[config.mk]
export PLATFORM = sky130hd
export DESIGN_NAME = conv2d_unroll9
export DESIGN_NICKNAME = d
export VERILOG_FILES = /design/src/rtl/conv2d_unroll9.sv
export SDC_FILE = /design/constraint.sdc
export NUM_CORES = 1
export LEC_CHECK = 0
export BUFFER_PORTS_ARGS = -buffer_cell sky130_fd_sc_hd__buf_2
export CAP_MARGIN = 0
export CORE_MARGIN = 2
export CORE_UTILIZATION = 40
export DETAILED_ROUTE_END_ITERATION = 10
export PLACE_DENSITY = 0.6
export SLEW_MARGIN = 25
export SYNTH_ARGS = -nofsm -noshare
export SYNTH_HDL_FRONTEND = slang
export SYNTH_SLANG_ARGS = --single-unit
[constraint.sdc]
create_clock -name clk -period 1 [get_ports clk]
set_input_delay 0.15 -clock clk [delete_from_list [all_inputs] [get_ports clk]]
set_output_delay 0.15 -clock clk [all_outputs]
set_load 0.05 [all_outputs]
[src/rtl/conv2d_unroll9.sv]
// Fully parallel 3x3 convolution: nine concurrent multipliers feeding a
// balanced adder tree, with the result registered one edge after start.
module conv2d_unroll9 #(
    parameter int DATA_W = 8,
    parameter int OUT_W  = 16
) (
    input  logic              clk,
    input  logic              rst,
    input  logic              start,
    input  logic [DATA_W-1:0] in0,
    input  logic [DATA_W-1:0] in1,
    input  logic [DATA_W-1:0] in2,
    input  logic [DATA_W-1:0] in3,
    input  logic [DATA_W-1:0] in4,
    input  logic [DATA_W-1:0] in5,
    input  logic [DATA_W-1:0] in6,
    input  logic [DATA_W-1:0] in7,
    input  logic [DATA_W-1:0] in8,
    input  logic [DATA_W-1:0] k0,
    input  logic [DATA_W-1:0] k1,
    input  logic [DATA_W-1:0] k2,
    input  logic [DATA_W-1:0] k3,
    input  logic [DATA_W-1:0] k4,
    input  logic [DATA_W-1:0] k5,
    input  logic [DATA_W-1:0] k6,
    input  logic [DATA_W-1:0] k7,
    input  logic [DATA_W-1:0] k8,
    output logic [OUT_W-1:0]  out,
    output logic              done
);

    // Handshake: start is a valid with no ready (always accepted); done is a
    // one-cycle valid that qualifies out after the edge that sampled start.

    localparam int PROD_W = 2 * DATA_W;
    localparam int SUM_W  = 2 * DATA_W + 4;
    localparam int EXT_W  = (OUT_W > SUM_W) ? OUT_W : SUM_W;

    logic [DATA_W-1:0] px [9];
    logic [DATA_W-1:0] kx [9];
    logic [PROD_W-1:0] prod [9];

    assign px[0] = in0;
    assign px[1] = in1;
    assign px[2] = in2;
    assign px[3] = in3;
    assign px[4] = in4;
    assign px[5] = in5;
    assign px[6] = in6;
    assign px[7] = in7;
    assign px[8] = in8;

    assign kx[0] = k0;
    assign kx[1] = k1;
    assign kx[2] = k2;
    assign kx[3] = k3;
    assign kx[4] = k4;
    assign kx[5] = k5;
    assign kx[6] = k6;
    assign kx[7] = k7;
    assign kx[8] = k8;

    for (genvar i = 0; i < 9; i++) begin : g_mul
        assign prod[i] = px[i] * kx[i];
    end

    // Tree carries the full 20-bit width so no partial sum can overflow.
    logic [SUM_W-1:0] lvl1 [4];
    logic [SUM_W-1:0] lvl2 [2];
    logic [SUM_W-1:0] lvl3;
    logic [SUM_W-1:0] sum;
    logic [EXT_W-1:0] sum_ext;

    for (genvar j = 0; j < 4; j++) begin : g_lvl1
        assign lvl1[j] = SUM_W'(prod[2*j]) + SUM_W'(prod[2*j+1]);
    end

    assign lvl2[0] = lvl1[0] + lvl1[1];
    assign lvl2[1] = lvl1[2] + lvl1[3];
    assign lvl3    = lvl2[0] + lvl2[1];
    assign sum     = lvl3 + SUM_W'(prod[8]);
    assign sum_ext = EXT_W'(sum);

    // Result wraps modulo 2^OUT_W; out holds while start is low.
    always_ff @(posedge clk or negedge rst) begin
        if (!rst) begin
            out  <= '0;
            done <= 1'b0;
        end else begin
            done <= start;
            if (start) begin
                out <= sum_ext[OUT_W-1:0];
            end
        end
    end

endmodule

==> flow_summary.toml <==
[detailed_routing]
viasPerCell = 4.55
ant_nets = 0
first_pass_iters = 5
drc = 0
drt_wl_total_um = 53800
wl_per_cell_um = 16.8
vias = 14600
drtIter0Drc = 496

[cts]
cts_buffers = 3
cts.clk_slew.worst_paths_ns = 0.05
cts.htree.levels = 1
clkSinkCount = 17
root_buffer = "clkbuf_16"
clk_path_buf_depth = 2
cts_tree = "built"
clock_latency_ns = 0.25

[worst_setup_path]
crit_top_cell = "fa_1"
critPathArrivalTime_ns = 7.17
cp_slowest_cell = "fa_1"
reg2reg_depth = 2
worstSetupEndpointType = "flip-flop"
r2r-start = "out[0]$_DFFE_PN0P_"
slowest_delay_ns = 0.62
cp.required_ns = 1.14
reg2reg_setup_slack_ns = 0.06
worstPathCellList = "buf_8 -> and2_4 -> fa_1 -> fa_1 -> inv_2 -> fa_1 -> inv_2 -> fa_2 -> fa_1 -> fa_1 -> fa_1 -> fa_1 -> inv_1 -> fa_1 -> inv_2 -> fa_1 -> ha_4 -> nor2b_4 -> o31a_1 -> o41ai_4 -> nand2_1 -> xor2_1 -> mux2_2"
crit_type = "in -> reg"
cp-start-kind = "primary input"
timing.rr.end = "out[0]$_DFFE_PN0P_"
cp_max_fo = 3

[sta]
fmax_mhz = 142
rsz0062_at_grt = "true"
max_slew_margin_pct = 73.9
final_max_slew_viol_count = 0
tightest_slew_ns = 0.391
hold_violations = 0
hold_ws_ns = 0.115
setup_slack_ns = -6.04
setup_viol = 17
clock_skew_ns = 0
finalCritPeriodShare_pct = 704
min_period_ns = 7.04

[die]
pin_count = 164
coreArea_sq_um = 50000
die_area_sq_um = 52300
start_util_pct = 40.4
die_height_um = 229
die_w_um = 229
rows = 82

[yosys]
synthAdderAreaFrac_pct = 66.4
muxShareOfSynthArea_pct = 0.558
synthArstFlopShare_pct = 100
synth.avg_cell_area_sq_um = 9.50
synth_cell_types = 40
seq_area_frac_synth_pct = 2.11
synth-simple-area-share_pct = 15.8
synth_top_family_by_area = "adder cells"
synth_flop_cell = "dfrtp_1"
synth-compound-area-share_pct = 1.17
syn_area_sq_um = 20200
syn_nets = 3030
yosys_warnings = 0
synth_cells = 2125
synth-xor-area-share_pct = 1.48
synth-seq-cells = 17
synth-edff-count = 0

[cells_and_area]
synthToLayoutAreaGrowth_pct = 22.6
nFillCells = 4729
fin_nets = 3438
regArea_sq_um = 425
fin_cells = 3207
drive_gt1_share_pct = 21.6
final_util_pct = 49.6
multi_input_area_sq_um = 17900

[place]
post-place-ws_ns = -6.38
hpwl_um = 50400
finalWeightedCongestion = 0.918
io_buffers = 163
placed_cells = 3189

[global_routing]
grt_max_degree = 18
grt_util_all_layers_pct = 21.3
grt_pass1_wl_um = 87900
gr-total-overflow = 0
grt_pass1_vias = 16700
antenna_found_initial = 4

[job]
drv_cap = 0

[worst_hold_path]
worstHoldPathCells = 1
hp-class = "in -> reg"
min_to = "done$_DFF_PN0_"
worstHoldStart = "start"

[status]
violations = "negative setup slack"
status = "complete, but fails checks"
-- layout by cell type (no fill, tap or decap), types with 20 or more instances in the layout --
master,count
and2_1,336
buf_2,116
buf_4,239
buf_6,40
fa_1,500
fa_2,22
ha_1,206
ha_4,30
inv_1,638
inv_2,28
nand2_1,223
xnor2_1,20
-- metal layers --
| layer | global-route usage (%) | wire [um] |
|---|---|---|
| met1 | 29.1 | 24000 |
| met2 | 38.8 | 28100 |
| met3 | 0.961 | 1180 |
| met4 | 2.49 | 563 |
| met5 | 0 | 13 |
-- synth_stat cells (2+ instances only) --
cell type    n  area [sq um]
a211oi_1     3          22.5
a21o_1       4          30.0
a21oi_1      6          30.0
and2_1     353          2210
clkbuf_1     3          11.3
dfrtp_1     17           425
fa_1       522         10500
ha_1       236          2950
inv_1      666          2500
mux2_2      10           113
nand2_1    231           867
nand3_1      3          15.0
nor2_1       7          26.3
nor2b_1      2          12.5
nor4_1       2          12.5
o211ai_1     2          15.0
o21a_1       3          22.5
o21ai_0      4          20.0
o21bai_1     2          15.0
or4_1        3          22.5
xnor2_1     23           201
xnor3_1      2          45.0
xor2_1       4          35.0
-- how the worst max path moves through the flow --
stage | startpoint | endpoint | cells past startpoint
2_1_floorplan | in1[3] | out[13]$_DFFE_PN0P_ | 24
3_3_place_gp | in6[5] | out[13]$_DFFE_PN0P_ | 23
3_5_place_dp | k1[5] | out[15]$_DFFE_PN0P_ | 24
4_1_cts | in6[5] | out[13]$_DFFE_PN0P_ | 23
5_1_grt | k6[0] | out[13]$_DFFE_PN0P_ | 23
6_report | k6[0] | out[13]$_DFFE_PN0P_ | 23
-- area by class of cell --
class / count / area share [%]
Inverter: 667 / 10.1
Antenna cell: 3 / 0.0303
Sequential cell: 17 / 1.72
Timing Repair Buffer: 408 / 12.0
Clock inverter: 1 / 0.0202
Clock buffer: 3 / 0.303
Tap cell: 672 / 3.40
Multi-Input combinational cell: 1436 / 72.4
-- state kept, by name (all words and copies together), names as in the netlist --
signal and cells:
done 1, out 16
-- per-stage QoR --
step	TNS, ns	instance area, sq um
final	-81.87	24800
after global routing	-84.50	24800
after detailed placement	-86.84	23900
after floorplan	-77.03	20600
after CTS	-81.87	24400
after global placement	-86.62	23900
-- critical path, delay by kind of cell --
kind / cells / cell delay (ns)
buf+inv: 5 / 0.29
xor+xnor: 1 / 0.15
fa+ha+maj: 11 / 5.37
compound gates: 2 / 0.59
mux: 1 / 0.25
simple gates: 3 / 0.38
-- kinds of logic (layout without fill, tap and decap cells) --
group | count (synthesis) | after routing
fa+ha+maj | 758 | 758
buf+inv | 672 | 1079
simple gates | 605 | 605
compound gates | 33 | 33
xor+xnor | 30 | 30
flops | 17 | 17
mux | 10 | 10
other cells | 0 | 3
-- what timing repair did --
item,CTS,global route
endpoints found under the hold margin,17,0
cloned,0,0
hold buffers,1,0
gates resized for setup,94,82
pin swaps,39,63
setup buffers,5,7
endpoints found under the setup margin,32,24
Power is left out: the tool's default activity adds up to more than one toggle a clock period on the data nets, which glitch-free logic cannot reach.
